`src/rtl/cpu_run_controller.sv`:
```
// Run sequencer for cpu_pipelined: loads imem with the core held in reset, runs it,
// counts RUN cycles, drains the pipeline after end_program, then freezes the core.
module cpu_run_controller #(
    parameter  int IMEM_DEPTH   = 64,
    parameter  int DRAIN_CYCLES = 5,
    parameter  int CYCLE_W      = 32,
    parameter  int MAX_CYCLES   = 0,
    localparam int AW           = $clog2(IMEM_DEPTH)
) (
    input  logic               clk,
    input  logic               reset,
    input  logic               load_valid,
    output logic               load_ready,
    input  logic [31:0]        load_data,
    input  logic               load_last,
    input  logic               start,
    input  logic               clear,
    output logic               imem_we,
    output logic [AW-1:0]      imem_addr,
    output logic [31:0]        imem_wdata,
    output logic               core_reset,
    output logic               core_run,
    input  logic               end_program,
    output logic               busy,
    output logic               done,
    output logic               timeout,
    output logic [CYCLE_W-1:0] cycle_count
);
    localparam int DW = $clog2(DRAIN_CYCLES + 1);

    typedef enum logic [2:0] {S_LOAD, S_ARMED, S_RUN, S_DRAIN, S_DONE} state_t;

    state_t             r_state, w_next;
    logic [AW:0]        r_wr_ptr;
    logic [DW-1:0]      r_drain_cnt;
    logic [CYCLE_W-1:0] r_cycle_count;
    logic               r_timeout;
    logic               r_core_reset;
    logic               r_running;
    logic               r_done;

    logic               w_hs;
    logic               w_last_addr;
    logic [CYCLE_W-1:0] w_cnt_inc;
    logic               w_max_hit;

    assign load_ready = (r_state == S_LOAD) && (r_wr_ptr < (AW+1)'(IMEM_DEPTH));
    // Gated by reset so the write strobe is dead while reset is held.
    assign w_hs       = reset && load_valid && load_ready;
    assign imem_we    = w_hs;
    assign imem_addr  = w_hs ? r_wr_ptr[AW-1:0] : '0;
    assign imem_wdata = w_hs ? load_data : '0;

    assign w_last_addr = (r_wr_ptr[AW-1:0] == AW'(IMEM_DEPTH - 1));
    assign w_cnt_inc   = (&r_cycle_count) ? r_cycle_count : r_cycle_count + 1'b1;
    assign w_max_hit   = (MAX_CYCLES != 0) && (w_cnt_inc == CYCLE_W'(MAX_CYCLES));

    always_comb begin
        w_next = r_state;
        case (r_state)
            S_LOAD: begin
                if (start)
                    w_next = S_RUN;
                else if (w_hs && (load_last || w_last_addr))
                    w_next = S_ARMED;
            end
            S_ARMED: if (start) w_next = S_RUN;
            S_RUN: begin
                if (end_program)
                    w_next = S_DRAIN;
                else if (w_max_hit)
                    w_next = S_DONE;
            end
            S_DRAIN: if (r_drain_cnt == DW'(1)) w_next = S_DONE;
            S_DONE:  if (clear) w_next = S_LOAD;
            default: w_next = S_LOAD;
        endcase
    end

    always_ff @(posedge clk or negedge reset) begin
        if (!reset) begin
            r_state       <= S_LOAD;
            r_wr_ptr      <= '0;
            r_drain_cnt   <= '0;
            r_cycle_count <= '0;
            r_timeout     <= 1'b0;
            r_core_reset  <= 1'b1;
            r_running     <= 1'b0;
            r_done        <= 1'b0;
        end else begin
            r_state <= w_next;
            if (w_hs)
                r_wr_ptr <= r_wr_ptr + 1'b1;
            if (r_state == S_RUN) begin
                r_cycle_count <= w_cnt_inc;
                if (end_program)
                    r_drain_cnt <= DW'(DRAIN_CYCLES);
                else if (w_max_hit)
                    r_timeout <= 1'b1;
            end
            if (r_state == S_DRAIN)
                r_drain_cnt <= r_drain_cnt - DW'(1);
            if (r_state == S_DONE && clear) begin
                r_wr_ptr      <= '0;
                r_cycle_count <= '0;
                r_timeout     <= 1'b0;
            end
            // Outputs registered from the next state so they change with it.
            r_core_reset <= (w_next == S_LOAD) || (w_next == S_ARMED);
            r_running    <= (w_next == S_RUN) || (w_next == S_DRAIN);
            r_done       <= (w_next == S_DONE);
        end
    end

    assign core_reset  = r_core_reset;
    assign core_run    = r_running;
    assign busy        = r_running;
    assign done        = r_done;
    assign timeout     = r_timeout;
    assign cycle_count = r_cycle_count;
endmodule

```
`config.mk`:
```
export PLATFORM = sky130hd
export DESIGN_NAME = cpu_run_controller
export DESIGN_NICKNAME = d
export VERILOG_FILES = /design/src/rtl/cpu_run_controller.sv
export SDC_FILE = /design/constraint.sdc
export NUM_CORES = 1
export LEC_CHECK = 0
export BUFFER_PORTS_ARGS = -buffer_cell sky130_fd_sc_hd__buf_2
export CORE_MARGIN = 3
export CORE_UTILIZATION = 44
export DETAILED_ROUTE_END_ITERATION = 10
export GPL_ROUTABILITY_DRIVEN = 0
export GPL_TIMING_DRIVEN = 0
export PLACE_DENSITY_LB_ADDON = 0.1
export SKIP_CTS_REPAIR_TIMING = 1
export SYNTH_ARGS = -nofsm -noshare
export SYNTH_HDL_FRONTEND = slang
export SYNTH_SLANG_ARGS = --single-unit
```
`constraint.sdc`:
```
create_clock -name clk -period 2.3 [get_ports clk]
set_input_delay 0.115 -clock clk [delete_from_list [all_inputs] [get_ports clk]]
set_output_delay 0.115 -clock clk [all_outputs]
set_load 0.01 [all_outputs]
```
Word-level counts from Yosys, hierarchy flattened
Index checks and enable logic that the tools add are counted.
{"block": "totals", "reg_bits": 48, "out_inout_bits": 77}
{"block": "op_classes", "addsub": 3, "magnitude_cmp": 1, "n_eq_ne": 11, "n_mux": 17, "reduce_logical": 17}
{"operator": "$mux 32", "count": 4}
{"operator": "$add 32x1->32 const B", "count": 1}
{"operator": "$reduce_and 32->1", "count": 1}
{"operator": "$mux 3", "count": 9}
{"operator": "$pmux 3 s5", "count": 1}
{"operator": "$mux 7", "count": 2}
{"operator": "$eq 3x2->1 const B", "count": 4}
{"operator": "$eq 3x1->1 const B", "count": 3}
{"operator": "$reduce_bool 2->1", "count": 4}
{"operator": "$add 7x1->7 const B", "count": 1}
{"operator": "$lt 7x7->1 const B", "count": 1}
{"operator": "$eq 3x3->1 const B", "count": 2}
{"operator": "$eq 6x6->1 const B", "count": 1}
{"operator": "$logic_not 3->1", "count": 2}
{"operator": "$mux 6", "count": 1}
{"operator": "$logic_and 1x1->1", "count": 5}
{"operator": "$reduce_and 2->1", "count": 2}
{"operator": "$logic_or 1x1->1", "count": 3}
{"operator": "$sub 3x1->3 const B", "count": 1}
{"operator": "$ne 2x1->1 const B", "count": 1}

Longest topological paths before layout
{"block": "logic_depth", "ltp_word": 9, "depth_mapped": 7, "mapped_depth_nobuf": 7}

Worst setup path after synthesis
OpenSTA, ideal clock, no wires.
{"block": "synth_path", "path_type": "reg-to-output", "from": "register r_state[0]", "to": "output port imem_addr[2]", "t_arrival_ns": 1.981, "required_time_ns": 2.185, "setup_slack_ns": 0.204, "path_stages_with_launch": 7, "n_path_buf": 3, "path_cell_list": "dfrtp_1 clkbuf_2 nor4_1 and3_1 clkbuf_1 clkbuf_1 and2_1"}
{"block": "synth_between", "elab_chain_cells": 4}
{"element": "start: declaration", "line_no": "33", "text": "state_t r_state, w_next;"}
{"element": "start signal: assignment", "line_no": "91", "text": "r_state <= w_next;"}
{"element": "$logic_not 3->1", "line_no": "47", "text": "assign load_ready = (r_state == S_LOAD) && (r_wr_ptr < (AW+1)'(IMEM_DEPTH));"}
{"element": "$logic_and 1x1->1", "line_no": "47"}
{"element": "net load_ready", "line_no": "13", "text": "output logic load_ready,"}
{"element": "$logic_and 1x1->1", "line_no": "49", "text": "assign w_hs = reset && load_valid && load_ready;"}
{"element": "net imem_we", "line_no": "18", "text": "output logic imem_we,"}
{"element": "$mux 6", "line_no": "51", "text": "assign imem_addr = w_hs ? r_wr_ptr[AW-1:0] : '0;"}
{"element": "end: declaration", "line_no": "19", "text": "output logic [AW-1:0] imem_addr,"}
The timed path passes the listed nets, and every way through them passes these cells.

Final worst setup path
{"block": "layout_path", "from": "register r_cycle_count[27] (netlist: cycle_count[27])", "to": "register r_cycle_count[17] (netlist: cycle_count[17])"}
{"block": "layout_between", "elab_chain_cells": 3}
{"element": "start: declaration", "line_no": "36", "text": "logic [CYCLE_W-1:0] r_cycle_count;"}
{"element": "start signal: assignment", "line_no": "95", "text": "r_cycle_count <= w_cnt_inc;"}
{"element": "$reduce_and 32->1", "line_no": "55", "text": "assign w_cnt_inc = (&r_cycle_count) ? r_cycle_count : r_cycle_count + 1'b1;"}
{"element": "$ne 2x1->1 (no line)"}
{"element": "$reduce_and 2->1 (no line)"}
No other way between the ends.
A chain may end at the register's enable or synchronous reset.

==> results.cfg <==
[timing]
post-route-period-util_pct = 93.4
fin_crit_ps = 2150
fin_skew_ps = 14.6
drv_slew = 0
slew_headroom_pct = 27.2
hold_ws_ps = 14.6
setup_viol = 0
max_freq_mhz = 466
tightest_slew_ps = 1090
hold_viol = 0

[clocking]
clock_sinks = 48
clock_latency_ps = 300
numCtsBuffers = 5
cts_tree = done
cts_buffer_depth = 2
path_clk_slew_ps = 90
cts_root_buf = clkbuf_8
cts_max_level = 2

[critical_path]
r2r_slack_ps = 150
crit_type = reg -> reg
arrival_ps = 2370
endpoint_kind = register
cp.required_ps = 2520
r2r-end = cycle_count[17]
reg2reg_from = cycle_count[27]
cp-start-kind = register
reg2reg_depth = 5
cp_max_fo = 6

[power_and_ir_drop]
seqPwrFrac_pct = 46.4
power_frac_comb_pct = 37.5
power.switching_uw = 1290
power_density_nw_per_um2 = 876
leakagePower_uw = 0.00187
internal_power_uw = 1920
switching_share_pct = 40.3
ir_worst_vdd_mv = 0.473
total_power_uw = 3210
pwr-share-clk_pct = 16.2

[logic_synthesis]
syn-cell-area_sq_um = 2790
synth.avg_cell_area_sq_um = 8.93
synth_top_cell_area_share_pct = 42.1
synth.net_count = 356
synth_ff_type = dfrtp_1
ys_types = 45
ys_ff_latch = 48
async_flop_share_pct = 100
yosys.area.top_type = dfrtp_1
synth_edf_count = 0
synth_area_leaders = dfrtp_1, and2_1, nand2_1, nor2_1, nand4_1
postSynthCellCount = 313
yosys_warnings = 0
yosysSeqAreaShare_pct = 43.0

[die]
fp.coreArea_sq_um = 6030
rows = 28
die_area_sq_um = 7340
start_util_pct = 46.4
io_pins = 116
die-width_microns = 85.7
die_y_microns = 85.7

[placed_design]
hpwl_microns = 5230
port-buffer-count = 114

[route]
drt_first_pass_iters = 4
drc = 0
ant_nets = 0
routedWlPerCell_microns = 13.8
via_count = 2736
routed_wl_microns = 7110
vias_per_cell = 5.30
drtIter0Drc = 92

[global_routing]
grt_max_degree = 50
overflow = 0
grt_first_pass_wirelength_microns = 11700
grt_use_total_pct = 19.5
antenna_found_initial = 0
grt_pass1_vias = 2450

[job]
cap_viol_max_count = 0

[final_layout]
fin_nets = 483
final_cell_mix = buf_2, dfrtp_1, and2_1
drive_above_1_share_pct = 36.7
synthToLayoutAreaGrowth_pct = 31.1
num_antenna_cells = 0
mostFrequentLayoutCell = buf_2

[status]
status = completed

[min_path]
min_path_type = in -> async
## per-layer routing
metal	GRT usage (%)	share of wire [%]	wire length (microns)	up-vias
met3	5.28	7.3	521	7
met5	0	0	0	-
met2	31.9	47	3370	102
met4	3.88	0.86	61	0
met1	26.3	44	3160	1272
li1	-	-	-	1355
## through the flow
stage	worst slack (ps)	std cells	instance area (sq um)	TNS [ps]	utilization (%)
finish	152	516	3660	0	60.8
CTS	-251	510	3550	-9350	58.9
global route	-28.1	516	3660	-39.5	60.8
detailed placement	-112	502	3460	-3950	57.4
floorplan	204	313	2790	0	-
global placement	-87.6	502	3460	-2830	57.4
## worst max-delay path: stages, from the launching register on
cell and delay [ps]:
dfrtp_1 470, nand4_1 340, nor4_2 590, a21oi_1 290
nand4_1 180, mux2i_1 200
## how the worst max path moves through the flow
stage                     slack, ps       startpoint               to
after global placement          -90            reset     imem_addr[3]
after CTS                      -250       r_state[0]   imem_wdata[27]
after global routing            -30  cycle_count[27]  cycle_count[17]
final                           150  cycle_count[27]  cycle_count[17]
after floorplan                 200       r_state[0]     imem_addr[2]
after detailed placement       -110            reset    imem_wdata[1]
## Yosys cell counts (2+ instances only)
library cell and instances:
nor2b_1 2, buf_2 2, a21oi_1 13, or3_1 5, nor4_1 4, and4_1 3
buf_4 2, nand2b_1 3, mux2i_1 7, nor2_1 33, a31o_2 5, a41o_1 3
and3_1 7, nand2_1 35, xnor2_1 9, inv_1 5, nand3_1 8, clkbuf_1 11
nand4b_1 2, nand4_1 15, xor2_1 7, a211oi_1 6, nor4b_1 2, o21ai_0 14
a31oi_1 3, dfrtp_1 47, and2_1 39, ha_1 4
## sequential cells by signal (all words and copies together), names as in the netlist
register,cells
r_drain_cnt,3
r_wr_ptr,7
core_reset,1
r_state,3
done,1
busy,1
cycle_count,32
## power by group through the flow
stage               clock (uW)  sequential (uW)  combinational [uW]
floorplan                    0             1520                 635
global placement             0             1480                1130
detailed placement           0             1480                1150
CTS                        551             1470                1160
global route               582             1540                1360
finish                     519             1490                1200
## layout make-up
cell class / instances / area [sq um]
clock buffers: 6 / 82.6
plain buffers: 15 / 75.1
fillers: 542 / 2360
inverters: 5 / 18.8
clock inverters: 2 / 10.0
multi-input cells: 243 / 1540
flip-flops and latches: 48 / 1210
well taps: 75 / 93.8
repair buffers: 122 / 631
## kinds of logic after synthesis
logic type	share of synthesized area [%]
multiplexers	2.51
other	0.134
XOR/XNOR	5.02
adder cells (fa/ha/maj)	1.79
buffers and inverters	3.36
AND/OR/NAND/NOR	33.5
flip-flops	43.0
AO/OA/AOI/OAI	10.6
Note: power is estimated with default switching activity, not from simulation.
